**src/rtl/prf_pkg.sv**
```systemverilog
// Shared physical-register-file sizing used by the rename, free-list, issue and ready-table blocks.
package prf_pkg;
  localparam int NUM_PREGS = 64;
  localparam int NUM_WB    = 2;
  localparam int NUM_READ  = 4;
  localparam int PREG_W    = $clog2(NUM_PREGS);

  typedef logic [PREG_W-1:0] preg_t;
endpackage

```
**src/rtl/prf_ready_table_if.sv**
```systemverilog
// Rename/writeback/dispatch signal bundle for the ready-bit table.
interface prf_ready_table_if
  import prf_pkg::*;
#(
  parameter int NUM_PREGS = prf_pkg::NUM_PREGS,
  parameter int NUM_WB    = prf_pkg::NUM_WB,
  parameter int NUM_READ  = prf_pkg::NUM_READ
);
  localparam int PREG_W = $clog2(NUM_PREGS);

  logic                               flush;
  logic                               alloc_valid;
  logic [PREG_W-1:0]                  alloc_preg;
  logic [NUM_WB-1:0]                  wb_valid;
  logic [NUM_WB-1:0][PREG_W-1:0]      wb_preg;
  logic [NUM_READ-1:0][PREG_W-1:0]    rd_preg;
  logic [NUM_READ-1:0]                rd_ready;
  logic [PREG_W:0]                    pending_count;

  modport master (
    output flush, alloc_valid, alloc_preg, wb_valid, wb_preg, rd_preg,
    input  rd_ready, pending_count
  );

  modport slave (
    input  flush, alloc_valid, alloc_preg, wb_valid, wb_preg, rd_preg,
    output rd_ready, pending_count
  );
endinterface

```
**src/rtl/ready_bit.sv**
```systemverilog
// One ready flag: reset/flush force ready, a clear beats a same-cycle set.
module ready_bit (
  input  logic clk,
  input  logic reset,
  input  logic flush,
  input  logic clr,
  input  logic set,
  output logic q
);
  always_ff @(posedge clk) begin
    if (reset || flush) q <= 1'b1;
    else if (clr)       q <= 1'b0;
    else if (set)       q <= 1'b1;
  end
endmodule

```
**src/rtl/prf_ready_table.sv**
```systemverilog
// Per-physical-register ready table: alloc clears, writeback sets, bypassed dispatch reads,
// registered count of pending registers.
module prf_ready_table
  import prf_pkg::*;
#(
  parameter int NUM_PREGS = prf_pkg::NUM_PREGS,
  parameter int NUM_WB    = prf_pkg::NUM_WB,
  parameter int NUM_READ  = prf_pkg::NUM_READ
) (
  input  logic clk,
  input  logic reset,
  prf_ready_table_if.slave bus
);
  localparam int PREG_W = $clog2(NUM_PREGS);
  localparam logic [PREG_W:0] CNT_ONE = 1;

  logic [NUM_PREGS-1:0] ready;
  logic [NUM_PREGS-1:0] clr;
  logic [NUM_PREGS-1:0] set;
  logic [NUM_PREGS-1:0] ready_nxt;
  logic [NUM_READ-1:0]  rd_ready_c;
  logic [PREG_W:0]      pending_count_p1;

  function automatic logic [PREG_W:0] count_zeros(input logic [NUM_PREGS-1:0] v);
    logic [PREG_W:0] cnt;
    cnt = '0;
    for (int i = 0; i < NUM_PREGS; i++) begin
      if (!v[i]) cnt = cnt + CNT_ONE;
    end
    return cnt;
  endfunction

  // Alloc / writeback decoders; preg 0 never clears
  always_comb begin
    clr = '0;
    set = '0;
    for (int i = 1; i < NUM_PREGS; i++) begin
      clr[i] = bus.alloc_valid && (bus.alloc_preg == PREG_W'(i));
      for (int j = 0; j < NUM_WB; j++) begin
        if (bus.wb_valid[j] && (bus.wb_preg[j] == PREG_W'(i))) set[i] = 1'b1;
      end
    end
  end

  assign ready[0] = 1'b1;

  for (genvar g = 1; g < NUM_PREGS; g++) begin : g_bit
    ready_bit u_bit (
      .clk   (clk),
      .reset (reset),
      .flush (bus.flush),
      .clr   (clr[g]),
      .set   (set[g]),
      .q     (ready[g])
    );
  end

  // Next-state image of the table, mirrored so the count tracks the table with no lag
  always_comb begin
    ready_nxt = ready;
    for (int i = 1; i < NUM_PREGS; i++) begin
      if (clr[i])      ready_nxt[i] = 1'b0;
      else if (set[i]) ready_nxt[i] = 1'b1;
    end
  end

  always_ff @(posedge clk) begin
    if (reset || bus.flush) pending_count_p1 <= '0;
    else                    pending_count_p1 <= count_zeros(ready_nxt);
  end

  // Read ports: table lookup plus same-cycle writeback bypass; alloc is not yet visible
  always_comb begin
    rd_ready_c = '0;
    for (int k = 0; k < NUM_READ; k++) begin
      rd_ready_c[k] = ready[bus.rd_preg[k]];
      if (!reset && !bus.flush) begin
        for (int j = 0; j < NUM_WB; j++) begin
          if (bus.wb_valid[j] && (bus.wb_preg[j] == bus.rd_preg[k])) rd_ready_c[k] = 1'b1;
        end
      end
    end
  end

  assign bus.rd_ready      = rd_ready_c;
  assign bus.pending_count = pending_count_p1;
endmodule

```
**src/flat_wrapper.sv**
```systemverilog
// flat-port wrapper written by rule: the top's interface ports become plain ports
module prf_ready_table_flat import prf_pkg::*;
#(
  parameter int NUM_PREGS = prf_pkg::NUM_PREGS,
  parameter int NUM_WB    = prf_pkg::NUM_WB,
  parameter int NUM_READ  = prf_pkg::NUM_READ
)
  (clk, reset, bus_flush, bus_alloc_valid, bus_alloc_preg, bus_wb_valid, bus_wb_preg, bus_rd_preg, bus_rd_ready, bus_pending_count);
  prf_ready_table_if #(.NUM_PREGS(NUM_PREGS), .NUM_WB(NUM_WB), .NUM_READ(NUM_READ)) bus_i ();
  input  logic clk;
  input  logic reset;
  input wire logic [$bits(bus_i.flush)-1:0] bus_flush;
  input wire logic [$bits(bus_i.alloc_valid)-1:0] bus_alloc_valid;
  input wire logic [$bits(bus_i.alloc_preg)-1:0] bus_alloc_preg;
  input wire logic [$bits(bus_i.wb_valid)-1:0] bus_wb_valid;
  input wire logic [$bits(bus_i.wb_preg)-1:0] bus_wb_preg;
  input wire logic [$bits(bus_i.rd_preg)-1:0] bus_rd_preg;
  output wire logic [$bits(bus_i.rd_ready)-1:0] bus_rd_ready;
  output wire logic [$bits(bus_i.pending_count)-1:0] bus_pending_count;
  assign bus_i.flush = bus_flush;
  assign bus_i.alloc_valid = bus_alloc_valid;
  assign bus_i.alloc_preg = bus_alloc_preg;
  assign bus_i.wb_valid = bus_wb_valid;
  assign bus_i.wb_preg = bus_wb_preg;
  assign bus_i.rd_preg = bus_rd_preg;
  assign bus_rd_ready = bus_i.rd_ready;
  assign bus_pending_count = bus_i.pending_count;
  prf_ready_table #(.NUM_PREGS(NUM_PREGS), .NUM_WB(NUM_WB), .NUM_READ(NUM_READ)) u_core (.clk(clk), .reset(reset), .bus(bus_i));
endmodule
```
**config.mk**
```make
export PLATFORM = sky130hd
export DESIGN_NAME = prf_ready_table_flat
export DESIGN_NICKNAME = d
export VERILOG_FILES = /design/src/rtl/prf_pkg.sv /design/src/rtl/prf_ready_table_if.sv /design/src/rtl/ready_bit.sv /design/src/rtl/prf_ready_table.sv /design/src/flat_wrapper.sv
export SDC_FILE = /design/constraint.sdc
export NUM_CORES = 1
export LEC_CHECK = 0
export ABC_CLOCK_PERIOD_IN_PS = 77400
export BUFFER_PORTS_ARGS = -buffer_cell sky130_fd_sc_hd__buf_4
export CAP_MARGIN = 20
export CORE_MARGIN = 2
export CORE_UTILIZATION = 36
export DETAILED_ROUTE_END_ITERATION = 10
export PLACE_DENSITY_LB_ADDON = 0.05
export SETUP_SLACK_MARGIN = 0.15
export SYNTH_ARGS = -nofsm -noshare
export SYNTH_HDL_FRONTEND = slang
export SYNTH_SLANG_ARGS = --single-unit
```
**constraint.sdc**
```tcl
create_clock -name clk -period 77.4 [get_ports clk]
set_input_delay 15.48 -clock clk [delete_from_list [all_inputs] [get_ports clk]]
set_output_delay 15.48 -clock clk [all_outputs]
set_load 0.05 [all_outputs]
```
Word level (Yosys, flattened, before mapping)
Cells that the tools add are included.
{"block": "totals", "elab_cells": 927, "reg_bits": 70, "input_bits": 48}
{"block": "classes", "add_sub_neg": 63, "order_cmp": 4, "n_mux": 398, "reduce_logical": 201, "eq_ne": 197}
{"cell": "$mux W7", "count": 126}
{"cell": "$eq A6 B6 Y1 const B", "count": 96}
{"cell": "$add A7 B1 Y7 const B", "count": 63}
{"cell": "$eq A6 B5 Y1 const B", "count": 48}
{"cell": "$mux W1", "count": 268}
{"cell": "$logic_and A1 B1 Y1", "count": 198}
{"cell": "$eq A6 B4 Y1 const B", "count": 24}
{"cell": "$eq A6 B3 Y1 const B", "count": 12}
{"cell": "$eq A6 B6 Y1", "count": 8}
{"cell": "$eq A6 B2 Y1 const B", "count": 6}
{"cell": "$lt A6 B7 Y1 const B", "count": 4}
{"cell": "$bmux W1 S6", "count": 4}
{"cell": "$eq A6 B1 Y1 const B", "count": 3}
{"cell": "$logic_not A1 Y1", "count": 2}
{"cell": "$logic_or A1 B1 Y1", "count": 1}

Logic depth before layout (Yosys ltp)
{"block": "logic_depth", "word_depth": 193, "depth_mapped": 192, "mapped_depth_nobuf": 190}

Hierarchy
Synthesis repeated with hierarchy kept, for this count alone.
{"block": "unflattened", "cells_unflattened": 2288, "hier_area_um2": 18186.2}
{"mod": "prf_ready_table", "cells_per_inst": 2036, "n_inst": 1, "area_per_inst_um2": 16136.7}
{"mod": "ready_bit", "cells_per_inst": 4, "n_inst": 63, "area_per_inst_um2": 32.5}

Worst setup path before layout
OpenSTA, ideal clock, no wires.
{"block": "synth_timing", "path_kind": "input-to-reg", "startpoint": "input bus_wb_preg[0]", "endpoint": "register u_core.pending_count_p1[6], in the netlist u_core.bus.pending_count[6]", "arrival_time_ns": 47.178, "required_ns": 77.328, "path_slack_ns": 30.150, "setup_ns": 0.072, "n_path_buf": 2, "cell_stages": 185, "cell_sequence": "buf_2 buf_1 or4b_2 o22ai_1 o22ai_1 ha_1 nor3b_1 or3_1 ha_1 nand2_1 nand2_1 ha_1 nand2_1 o211a_1 inv_1 ha_1 o21ai_0 o21ai_0 (+149 left out) nand3_1 o21ai_0 a21oi_1 ha_1 inv_1 a21oi_1 ha_1 mux2_2 ha_1 mux2_2 and4_1 nor2_1 xnor2_1 nand4_1 and3_1 a211o_1 or3_1 mux2i_1"}
{"block": "synth_via", "elab_chain_len": 193}
{"element": "start, declared", "line_no": "flat_wrapper.sv:16", "text": "input wire logic [$bits(bus_i.wb_preg)-1:0] bus_wb_preg;"}
{"element": "$eq A6 B1 Y1", "line_no": "prf_ready_table.sv:40", "text": "if (bus.wb_valid[j] && (bus.wb_preg[j] == PREG_W'(i))) set[i] = 1'b1;"}
{"element": "$logic_and A1 B1 Y1", "line_no": "prf_ready_table.sv:40"}
{"element": "$mux W1 (2 in a row)", "line_no": "prf_ready_table.sv:40"}
{"element": "$mux W1", "line_no": "prf_ready_table.sv:63", "text": "else if (set[i]) ready_nxt[i] = 1'b1;"}
{"element": "$mux W1", "line_no": "prf_ready_table.sv:62", "text": "if (clr[i]) ready_nxt[i] = 1'b0;"}
{"element": "$mux W7", "line_no": "prf_ready_table.sv:28", "text": "if (!v[i]) cnt = cnt + CNT_ONE;"}
{"element": "$mux W7", "line_no": "prf_ready_table.sv:68", "text": "if (reset || bus.flush) pending_count_p1 <= '0;"}
{"element": "$add A7 B1 Y7", "line_no": "prf_ready_table.sv:28"}
{"element": "(+176 left out)"}
{"element": "$add A7 B1 Y7", "line_no": "prf_ready_table.sv:28"}
{"element": "$mux W7", "line_no": "prf_ready_table.sv:28"}
{"element": "$mux W7", "line_no": "prf_ready_table.sv:68"}
{"element": "$add A7 B1 Y7", "line_no": "prf_ready_table.sv:28"}
{"element": "$mux W7", "line_no": "prf_ready_table.sv:28"}
{"element": "$mux W7", "line_no": "prf_ready_table.sv:68"}
{"element": "$add A7 B1 Y7", "line_no": "prf_ready_table.sv:28"}
{"element": "$mux W7 *", "line_no": "prf_ready_table.sv:28"}
{"element": "end signal, assigned", "line_no": "prf_ready_table.sv:69", "text": "else pending_count_p1 <= count_zeros(ready_nxt);"}
{"element": "end, declared", "line_no": "prf_ready_table.sv:22", "text": "logic [PREG_W:0] pending_count_p1;"}
Mark *: on every way between the ends. The rest lies on a longest branch, timed or not. The select of a mux whose other input is x is not followed.
A chain may end at the register's enable or synchronous reset.

Worst setup path in the final report
{"block": "layout_timing", "startpoint": "input bus_alloc_preg[1]", "endpoint": "register u_core.pending_count_p1[6], in the netlist u_core.bus.pending_count[6]"}
{"block": "layout_via", "elab_chain_len": 190}
{"element": "start, declared", "line_no": "flat_wrapper.sv:14", "text": "input wire logic [$bits(bus_i.alloc_preg)-1:0] bus_alloc_preg;"}
{"element": "$eq A6 B1 Y1 *", "line_no": "prf_ready_table.sv:38", "text": "clr[i] = bus.alloc_valid && (bus.alloc_preg == PREG_W'(i));"}
{"element": "$logic_and A1 B1 Y1 *", "line_no": "prf_ready_table.sv:38"}
{"element": "$mux W1 *", "line_no": "prf_ready_table.sv:62"}
{"element": "via u_core.ready_nxt[1]", "line_no": "prf_ready_table.sv:20", "text": "logic [NUM_PREGS-1:0] ready_nxt;"}
{"element": "$mux W7 *", "line_no": "prf_ready_table.sv:28"}
{"element": "$mux W7 *", "line_no": "prf_ready_table.sv:68"}
{"element": "$add A7 B1 Y7", "line_no": "prf_ready_table.sv:28"}
{"element": "$mux W7 *", "line_no": "prf_ready_table.sv:28"}
{"element": "(+175 left out)"}
{"element": "$add A7 B1 Y7", "line_no": "prf_ready_table.sv:28"}
{"element": "$mux W7 *", "line_no": "prf_ready_table.sv:28"}
{"element": "$mux W7 *", "line_no": "prf_ready_table.sv:68"}
{"element": "$add A7 B1 Y7", "line_no": "prf_ready_table.sv:28"}
{"element": "$mux W7 *", "line_no": "prf_ready_table.sv:28"}
{"element": "$mux W7 *", "line_no": "prf_ready_table.sv:68"}
{"element": "$add A7 B1 Y7", "line_no": "prf_ready_table.sv:28"}
{"element": "$mux W7 *", "line_no": "prf_ready_table.sv:28"}
The timed path passes the listed nets; every way through them passes the cells marked *. The select of a mux whose other input is x is not followed.

==> results.sh <==
export IMPL_hold_ws_ns=0.702
export IMPL_hold_violations=0
export IMPL_std_cell_rows=86
export IMPL_max_slew_margin_pct=24.7
export IMPL_startpoint_type="input pin"
export IMPL_die_area_mm2=0.0582
export IMPL_cpMaxStageDelayCell="or4b_1"
export IMPL_synthMostInstantiatedCell="nand2_1"
export IMPL_num_antenna_cells=0
export IMPL_cp_required_ns=77.68
export IMPL_clock_root_buffer="clkbuf_16"
export IMPL_postCtsSetupRepairBufs=0
export IMPL_critPathTopFamily="compound AO/OA/AOI/OAI gates"
export IMPL_synthFlopType="dfxtp_1"
export IMPL_htreeDepth=3
export IMPL_fin_nets=2679
export IMPL_min_to="u_core.g_bit[1].u_bit.q$_SDFF_PP1_"
export IMPL_final_setup_viol_count=0
export IMPL_ctsResizeCount=0
export IMPL_drt_iter0_markers=1618
export IMPL_clk_latency_ns=0.36
export IMPL_synth_nets=2720
export IMPL_synthTopCellsByCount="nand2_1 (270), nor2_1 (235), xnor2_1 (217), xor2_1 (112), o21ai_0 (110)"
export IMPL_critical_path_arrival_ns=50.88
export IMPL_first_pass_iters=6
export IMPL_fmax_mhz=19.8
export IMPL_seq_area_frac_synth_pct=6.91
export IMPL_grt_pass1_wl_mm=114
export IMPL_status="finished clean"
export IMPL_cp_max_fo=18
export IMPL_dieWidth_um=241
export IMPL_hp_start="u_core.g_bit[1].u_bit.q$_SDFF_PP1_"
export IMPL_ys_types=133
export IMPL_min_delay_path_class="flip-flop to flip-flop"
export IMPL_ys_warn_count=0
export IMPL_drv_cap=0
export IMPL_tritoncts="yes"
export IMPL_avgSynthCellArea_um2=7.77
export IMPL_finalCritPeriodShare_pct=65.4
export IMPL_place_hpwl_mm=58.7
export IMPL_post_route_min_period_ns=50.60
export IMPL_crit_buf_inv=10
export IMPL_overflow=0
export IMPL_clock_skew_ns=0.0100
export IMPL_synth_edf_count=0
export IMPL_power_leakage_uw=0.00754
export IMPL_post_synth_top_area_fraction_pct=9.38
export IMPL_antenna_found_initial=0
export IMPL_ant_nets=0
export IMPL_synthArstFlopShare_pct=0
export IMPL_whs_path_depth=2
export IMPL_clk_pin_slew_worst_paths_ns=0.06
export IMPL_crit_path_frequent_cell="ha_1"
export IMPL_yosys_area_top_type="xnor2_1"
export IMPL_rsz0062_at_grt="false"
export IMPL_grt_usage_pct=25.0
export IMPL_routed_wl_mm=74.2
export IMPL_vias=20400
export IMPL_synth_seq_cells=70
export IMPL_ios=59
export IMPL_r2r_cells=184
export IMPL_start_util_pct=36.6
export IMPL_synth_area_leaders="xnor2_1 (9.4%), mux4_2 (8.9%), dfxtp_1 (6.9%), nand2_1 (5.0%), xor2_1 (4.8%)"
export IMPL_cts_buffers=9
export IMPL_worstMarginPinSlew_ns=1.13
export IMPL_layout_drive_gt1_share_pct=13.6
export IMPL_syn2layout_area_growth_pct=6.65
export IMPL_r2r_slack_ns=42.59
export IMPL_clockBufferDepth=2
export IMPL_netlist_instances=2610
export IMPL_crit_type="input pin to flip-flop"
export IMPL_wl_per_cell_um=22.3
export IMPL_port_buffers=58
export IMPL_crit_path_end_kind="flip-flop"
export IMPL_powerDensity_mw_per_mm2=7.85
export IMPL_worstReg2RegEnd="u_core.bus.pending_count[6]$_SDFF_PP0_"
export IMPL_drcViolationCount=0
export IMPL_syn_area_mm2=0.0203
export IMPL_die_y_um=241
export IMPL_max_stage_delay_ns=0.76
export IMPL_cts_sinks=70
export IMPL_gp_congestion=0.929
export IMPL_grt_pass1_vias=19200
export IMPL_finalMaxSlewViolations=0
export IMPL_core_area_mm2=0.0554
export IMPL_viasPerCell=6.13
export IMPL_r2r_start="u_core.g_bit[2].u_bit.q$_SDFF_PP1_"
export IMPL_totalNegativeSetupSlack_ns=0
export IMPL_ir_worst_vdd_uv=7.84
export IMPL_grt_start_max_net_pins=69
export IMPL_ctsHoldBuffers=0
power by group:
| part | internal (µW) | switching (µW) |
|---|---|---|
| logic | 36.0 | 51.9 |
| clock network | 28.0 | 17.4 |
| registers | 36.2 | 0.186 |
per-stage QoR:
stage	utilization (%)	setup slack, ns	std cells	instance area [µm²]	power (µW)
2_1_floorplan	-	30.15	2610	20300	106
3_3_place_gp	38.4	27.83	3301	21300	123
3_5_place_dp	38.4	26.85	3301	21300	124
4_1_cts	38.9	27.00	3316	21600	170
5_1_grt	39.0	23.43	3321	21600	181
6_report	39.0	26.80	3321	21600	170
final cells by class:
class / count / area, µm²
clock inverter: 4 / 72.6
fill: 5785 / 33800
tap: 748 / 936
sequential: 70 / 1400
clock buffer: 11 / 233
timing repair buffer: 99 / 751
multi-input combinational: 2323 / 18000
inverter: 66 / 248
worst max path at each step:
stage	slack, ns	cells after the start	to	startpoint
after detailed placement	26.85	186	u_core.bus.pending_count[6]$_SDFF_PP0_	bus_alloc_preg[0]
final	26.80	186	u_core.bus.pending_count[6]$_SDFF_PP0_	bus_alloc_preg[1]
after global routing	23.43	188	u_core.bus.pending_count[6]$_SDFF_PP0_	bus_alloc_preg[0]
after global placement	27.83	187	u_core.bus.pending_count[6]$_SDFF_PP0_	bus_wb_preg[6]
after CTS	27.00	186	u_core.bus.pending_count[6]$_SDFF_PP0_	bus_alloc_preg[0]
after floorplan	30.15	185	u_core.bus.pending_count[6]$_SDFF_PP0_	bus_wb_preg[0]
cells in the final DEF (no fill, tap or decap), types with 16 or more instances in the layout:
cell,instances
nand2_1,270
a22oi_1,16
nand3b_1,16
o2111ai_1,17
or3_1,31
o22ai_1,50
mux2_2,17
and2_1,35
xnor2_1,217
nor2_1,234
a21o_1,19
o32ai_1,19
nor2b_1,17
mux4_2,80
a31oi_1,27
o21a_1,19
xnor3_1,19
nand4b_1,17
and3_1,24
nor3_1,85
mux2i_1,33
nand2b_1,30
or2_2,23
a211oi_1,17
buf_4,98
o21ai_0,110
nor4_1,42
xor2_1,112
o211ai_1,17
ha_1,62
dfxtp_1,70
nand4_1,94
nand3_1,86
xnor2_2,20
o21ai_1,17
o32a_1,17
inv_1,60
a21oi_1,87
cell families after synthesis:
| kind of cell | Yosys count | synth area share [%] |
|---|---|---|
| buf+inv | 217 | 4.44 |
| fa+ha+maj | 62 | 3.83 |
| compound gates | 598 | 21.1 |
| flops | 70 | 6.91 |
| simple gates | 1127 | 29.8 |
| mux | 133 | 11.7 |
| xor+xnor | 403 | 22.3 |
per-layer routing:
metal | global-route usage [%] | routed length (µm) | vias to the layer above
li1 | - | - | 9821
met1 | 35.0 | 34500 | 9894
met2 | 41.8 | 34800 | 567
met3 | 2.11 | 3420 | 85
met4 | 5.37 | 1510 | 0
met5 | 0 | 0 | -
state kept, by name, summed over array words and instances (netlist names):
signal                    flops
u_core.g_bit.u_bit.q         63
u_core.bus.pending_count      7
worst register-to-register path: cells and delay by family (launching register included):
family,cells,cell delay [ns]
AOI/OAI and AO/OA,60,10.66
xor gates and xnor gates,23,4.03
adders and majority gates,36,10.54
buffers and inverters,9,0.74
DFF,1,0.38
muxes,8,2.04
and+or+nand+nor,48,6.35
Power figures use the tool's default switching activity.
